--- src/rtl/parallel_multiplier_11_ppa_kogge_stone_pkg.sv ---
// Shared constants and helpers for the unsigned Kogge-Stone array multiplier.
package parallel_multiplier_11_ppa_kogge_stone_pkg;

  localparam int DEFAULT_WIDTH = 11;

  // The prefix tree needs ceil(log2(n)) levels of combine operators.
  function automatic int prefix_levels(input int n);
    return $clog2(n);
  endfunction

endpackage

--- src/rtl/parallel_multiplier_11_ppa_kogge_stone_ks_adder.sv ---
// Combinational N-bit Kogge-Stone adder, carry-in fixed at zero.
module ks_adder
  import parallel_multiplier_11_ppa_kogge_stone_pkg::*;
#(
  parameter int N = 22
) (
  input  logic [N-1:0] a,
  input  logic [N-1:0] b,
  output logic [N-1:0] sum,
  output logic         cout
);

  localparam int LV = prefix_levels(N);

  logic [N-1:0] g [0:LV];
  logic [N-1:0] p [0:LV];

  assign g[0] = a & b;
  assign p[0] = a ^ b;

  // Level l combines each bit with the group ending 2**l positions below it.
  generate
    for (genvar lvl = 0; lvl < LV; lvl++) begin : g_level
      localparam int DIST = 1 << lvl;
      for (genvar gi = 0; gi < N; gi++) begin : g_bit
        if (gi >= DIST) begin : g_comb
          assign g[lvl+1][gi] = g[lvl][gi] | (p[lvl][gi] & g[lvl][gi-DIST]);
          assign p[lvl+1][gi] = p[lvl][gi] & p[lvl][gi-DIST];
        end else begin : g_pass
          assign g[lvl+1][gi] = g[lvl][gi];
          assign p[lvl+1][gi] = p[lvl][gi];
        end
      end
    end
  endgenerate

  // After the last level g[LV][i] is the carry out of bits 0..i.
  assign sum  = p[0] ^ {g[LV][N-2:0], 1'b0};
  assign cout = g[LV][N-1];

  logic unused_group_p;
  assign unused_group_p = ^p[LV];

endmodule

--- src/rtl/parallel_multiplier_11_ppa_kogge_stone.sv ---
// Unsigned width x width multiplier: AND-array partial products summed by a
// chain of Kogge-Stone adders, product registered once.
module parallel_multiplier_11_ppa_kogge_stone
  import parallel_multiplier_11_ppa_kogge_stone_pkg::*;
#(
  parameter int width = DEFAULT_WIDTH
) (
  input  logic               clk,
  input  logic               rst_n,
  input  logic [width:1]     A,
  input  logic [width:1]     B,
  output logic [2*width:1]   S
);

  localparam int PW = 2 * width;

  logic [width-1:0] a_vec;
  logic [width-1:0] b_vec;
  logic [PW-1:0]    pp  [0:width-1];
  logic [PW-1:0]    acc [0:width-1];
  logic [width-2:0] unused_cout;
  logic [PW-1:0]    s_reg;

  // Re-base the 1-based ports to 0-based vectors; numeric value is unchanged.
  assign a_vec = A;
  assign b_vec = B;

  generate
    for (genvar gi = 0; gi < width; gi++) begin : g_pp
      assign pp[gi] = {{width{1'b0}}, a_vec & {width{b_vec[gi]}}} << gi;
    end
  endgenerate

  assign acc[0] = pp[0];

  generate
    for (genvar gi = 1; gi < width; gi++) begin : g_acc
      ks_adder #(.N(PW)) u_ks (
        .a    (acc[gi-1]),
        .b    (pp[gi]),
        .sum  (acc[gi]),
        .cout (unused_cout[gi-1])
      );
    end
  endgenerate

  always_ff @(posedge clk or negedge rst_n) begin
    if (!rst_n) begin
      s_reg <= '0;
    end else begin
      s_reg <= acc[width-1];
    end
  end

  assign S = s_reg;

endmodule

--- config.mk ---
export PLATFORM = sky130hd
export DESIGN_NAME = parallel_multiplier_11_ppa_kogge_stone
export DESIGN_NICKNAME = d
export VERILOG_FILES = /design/src/rtl/parallel_multiplier_11_ppa_kogge_stone_pkg.sv /design/src/rtl/parallel_multiplier_11_ppa_kogge_stone_ks_adder.sv /design/src/rtl/parallel_multiplier_11_ppa_kogge_stone.sv
export SDC_FILE = /design/constraint.sdc
export NUM_CORES = 1
export LEC_CHECK = 0
export ABC_AREA = 1
export BUFFER_PORTS_ARGS = -buffer_cell sky130_fd_sc_hd__buf_2
export CORE_UTILIZATION = 50
export CTS_BUF_LIST = sky130_fd_sc_hd__clkbuf_8 sky130_fd_sc_hd__clkbuf_16
export CTS_CLUSTER_DIAMETER = 200
export DETAILED_ROUTE_END_ITERATION = 8
export PLACE_DENSITY_LB_ADDON = 0.25
export RECOVER_POWER = 50
export SKIP_CTS_REPAIR_TIMING = 1
export SYNTH_ARGS = -nofsm -noshare
export SYNTH_HDL_FRONTEND = slang
export SYNTH_SLANG_ARGS = --single-unit
--- constraint.sdc ---
create_clock -name clk -period 0.8 [get_ports clk]
set_clock_uncertainty 0.15 [all_clocks]
set_input_delay 0.16 -clock clk [delete_from_list [all_inputs] [get_ports clk]]
set_output_delay 0.16 -clock clk [all_outputs]
set_load 0.005 [all_outputs]
# Word-level counts from Yosys, hierarchy flattened
# Index checks and enable logic that the tools add are counted.
classes:
  bitwise: 2061
ops:
  columns: ["cell", "count"]
  rows:
  - ["$and A1 B1 Y1", 1262]
  - ["$or A1 B1 Y1", 731]
  - ["$xor A22 B22 Y22", 9]
  - ["$and A11 B11 Y11", 11]
  - ["$xor A12 B22 Y22", 1]
  - ["$xor A22 B13 Y22", 1]
  - ["$xor A22 B14 Y22", 1]
  - ["$xor A22 B15 Y22", 1]
  - ["$xor A22 B16 Y22", 1]
  - ["$xor A22 B17 Y22", 1]
  - ["$xor A22 B18 Y22", 1]
  - ["$xor A22 B19 Y22", 1]
  - ["$xor A22 B20 Y22", 1]
  - ["$xor A22 B21 Y22", 1]
  - ["$and A21 B13 Y21", 1]
  - ["$and A21 B14 Y21", 1]
  - ["$and A21 B15 Y21", 1]
  - ["$and A21 B16 Y21", 1]
  - ["$and A21 B17 Y21", 1]
  - ["$and A21 B18 Y21", 1]
  - ["$and A21 B19 Y21", 1]
  - ["$and A21 B20 Y21", 1]
  - ["$and A21 B21 Y21", 1]
  - ["$and A1 B1 Y1 const AB", 16]
  - ["4 further kinds", 13]
totals:
  reg_bits: 22
  input_bits: 24
  word_cells: 2062

# Depth between registers and ports, before layout
depth:
  ltp_word: 111
  depth_mapped: 77
  mapped_depth_nobuf: 76

# Modules after synthesis
# From an unflattened synthesis, not the netlist that was laid out.
hier_totals:
  cells_unflattened: 3334
  area_unflattened_um2: 17255.3
by_module_without_submodules:
  columns: ["module", "instances", "cells_per_inst", "area_per_inst_um2", "seq_area_each_um2"]
  rows:
  - ["ks_adder (g_acc[10].u_ks ...)", 7, 305, 1566.5, 0.0]
  - ["ks_adder (g_acc[5].u_ks ...)", 3, 304, 1554.0, 0.0]
  - ["parallel_multiplier_11_ppa_kogge_stone", 1, 287, 1627.8, 550.5]

# Worst setup path before layout
# Ideal clock, no wire load.
synth_timing:
  path_type: "in2reg"
  startpoint: "input B[1] (netlist bit)"
  endpoint: "register s_reg[19] (netlist: S[20])"
  t_arrival_ns: 9.009
  required_ns: 0.533
  setup_slack_ns: -8.476
  path_stages: 72
  path_cell_list: "clkbuf_1 -> nand2_1 -> inv_1 -> ha_1 -> inv_1 -> fa_1 -> inv_1 -> nand3_1 -> nand2_2 -> nand2_1 -> nand2_1 -> xor2_1 -> ha_1 -> a21oi_1 -> nand3_1 -> xor2_1 -> ha_1 -> a21oi_1 -> [36 not listed] -> a21oi_1 -> nand3_1 -> nand2_1 -> nand2_1 -> ha_1 -> nand2_1 -> inv_1 -> a21oi_1 -> nand3_1 -> nand2_1 -> nand2_1 -> ha_1 -> nand2_1 -> inv_1 -> a21oi_1 -> nand3_1 -> nand2_1 -> nand2_1"
synth_rtl:
  columns: ["item", "line", "rtl"]
  rows:
  - ["start: declaration", "parallel_multiplier_11_ppa_kogge_stone.sv:11", "input logic [width:1] B,"]
  - ["end signal: assignment", "parallel_multiplier_11_ppa_kogge_stone.sv:51", "s_reg <= acc[width-1];"]
  - ["end: declaration", "parallel_multiplier_11_ppa_kogge_stone.sv:22", "logic [PW-1:0] s_reg;"]

==> impl_metrics.py <==
metrics = {
    "drt": {
        "finalWirelength_um": 34000,
        "route.detailed.drc": 0,
        "drtAntennaViolNets": 0,
        "firstDrtPassIters": 8,
        "drt_iter0_drc": 1118,
        "num_vias": 10600,
        "route.detailed.wl_per_inst_um": 18.6,
        "viasPerCell": 5.82,
    },
    "timing": {
        "hold_slack_ns": -0.00239,
        "rsz0062_at_grt": "true",
        "hold_viol": 1,
        "timing.setup.tns_ns": -129.13,
        "post-route-period-util": 11.6,
        "setup_slack_ns": -8.52,
        "min_period_ns": 9.32,
        "fmax_ghz": 0.107,
        "worst_pin_slew_ns": 0.329,
        "timing.slew.headroom": 0.780,
        "setup-violations-final": 42,
        "slew_viol_final": 0,
    },
    "clocking": {
        "cts_sinks": 22,
        "cts_tree": "built",
        "root_buffer": "clkbuf_16",
        "clockBufferDepth": 2,
        "numCtsBuffers": 3,
        "clkTransAtPathRegs_ns": 0.06,
        "htreeDepth": 1,
    },
    "setup_path": {
        "critPathMaxStageDelay_ns": 0.40,
        "startpoint": "B[1]",
        "cp.required_ns": 0.85,
        "cp-start-kind": "input port",
        "crit_type": "in2reg",
        "crit_fanout": 6,
        "arrival_ns": 9.37,
        "endpoint_kind": "flop",
        "crit_slowest_cell": "ha_2",
    },
    "placement": {
        "place_ws_ns": -8.53,
        "hpwl_um": 19500,
        "place.port_buffers": 45,
        "place_area_um2": 10200,
        "gp_congestion": 0.920,
        "dp.cells": 1786,
    },
    "synth": {
        "syn_area_um2": 7340,
        "ys_seq_area_frac": 0.0750,
        "synthCells": 1390,
        "avgSynthCellArea_um2": 5.28,
        "synth_area_leaders": "nand2_1 (30%), ha_1 (19%), inv_1 (15%)",
        "synth-seq-cells": 22,
        "synth_cell_types": 18,
        "synth_warnings": 0,
        "synth_top_area_cell": "nand2_1",
        "syn_nets": 1533,
        "yosys.area.top_type_share": 0.303,
    },
    "grt": {
        "grt_pass1_wl_um": 37700,
        "grt_util_all_layers": 0.311,
        "grt_pass1_vias": 8537,
        "grt_max_degree": 23,
        "antenna_found_initial": 1,
        "grt_overflow": 0,
    },
    "floorplan": {
        "die_area_um2": 15200,
        "die_w_um": 123,
        "die_h_um": 123,
        "fp-row-count": 43,
        "coreArea_um2": 14100,
        "io_pins": 46,
        "start_util": 0.521,
    },
    "worst_hold_path": {
        "hold_path.class": "in2reg",
        "whs_endpoint": "S[1]",
        "min_from": "B[1]",
        "min_path_cells": 3,
    },
    "layout": {
        "synthToLayoutAreaGrowth_pct": 65.9,
        "diodes": 0,
        "final_area_um2": 12200,
        "fill_cells": 708,
        "nets": 1794,
        "largest_reg_flops": 22,
        "stdcell_count": 1830,
        "drive_above_1_share": 0.426,
    },
    "status": {
        "violations": "negative hold slack, negative setup slack",
        "status": "finished with violations",
    },
    "run": {
        "drv_cap": 0,
    },
}
-- routing by layer --
layer	vias up	track usage	wire length, µm
met5	-	0	16
met4	2	0.0715	2900
met3	287	0.0240	3370
met2	771	0.560	15700
met1	4862	0.400	12000
li1	4720	-	-
-- critical path, delay by kind of cell --
family	cells	cell delay [ns]
xor gates and xnor gates	5	0.82
AOI/OAI and AO/OA	6	1.25
adders and majority gates	10	3.12
and+or+nand+nor	33	2.94
buffers and inverters	9	1.04
-- through the flow --
stage | hold WS, ns | utilization
global placement | -0.0502 | 0.721
CTS | -0.315 | 0.729
finish | -0.00239 | 0.864
detailed placement | -0.0433 | 0.721
global route | -0.00151 | 0.864
floorplan | -0.286 | -
-- area by class of cell --
class                   count  area [µm²]  area share
multi-input cells        1047        8020       0.659
repair buffers            278        2150       0.176
inverters                 299        1130      0.0926
flip-flops and latches     22         551      0.0452
well taps                 180         225      0.0185
clock buffers               3        75.1     0.00617
clock inverters             1        30.0     0.00247
-- Yosys cell counts --
library cell	number
nand4_1	20
nand3_1	98
nand2_2	1
inv_1	299
nor2_1	100
nand3_2	10
buf_2	2
fa_1	10
clkbuf_1	20
dfrtp_1	22
xor2_1	33
or2_2	2
xnor2_1	10
nand2_1	593
a21oi_1	50
nor3_1	10
ha_1	109
o21ai_0	1
-- worst max path at each step --
stage                     cells past startpoint    end  slack (ns)
after global placement                       71  S[20]       -8.28
after floorplan                              65  S[22]       -7.34
after detailed placement                     73  S[20]       -8.53
after global routing                         76  S[21]       -8.87
after CTS                                    73  S[20]       -8.24
final                                        63  S[21]       -8.52
-- cells in the final DEF (no fill, tap or decap), types with 2 or more instances in the layout --
master	netlist	routed
a21oi_1	50	10
nand2_4	0	29
nor3_1	10	10
nand2_1	593	452
fa_2	0	9
nor2_1	100	60
ha_1	109	25
xor2_1	33	19
xor2_2	0	9
buf_6	0	24
nand3_2	10	35
dfrtp_1	22	22
nand3_4	0	8
nand2_2	1	113
nand4_1	20	20
or2_4	0	2
xnor2_2	0	5
buf_4	0	206
ha_2	0	8
nor2_2	0	23
inv_2	0	37
buf_12	0	5
a21oi_4	0	14
inv_1	299	260
a21oi_2	0	26
inv_4	0	2
xor2_4	0	5
nand3_1	98	65
clkbuf_16	0	3
xnor2_4	0	4
ha_4	0	76
nor2_4	0	17
buf_2	2	40
-- cell families after synthesis --
| group | share of synthesized area |
|---|---|
| buffers and inverters | 0.165 |
| adder cells (fa/ha/maj) | 0.213 |
| AND/OR/NAND/NOR | 0.461 |
| XOR/XNOR | 0.0513 |
| AO/OA/AOI/OAI | 0.0348 |
| flip-flops | 0.0750 |
Power is not shown: default switching activity piles up to over one toggle a cycle in this logic, so the estimate is an artifact.
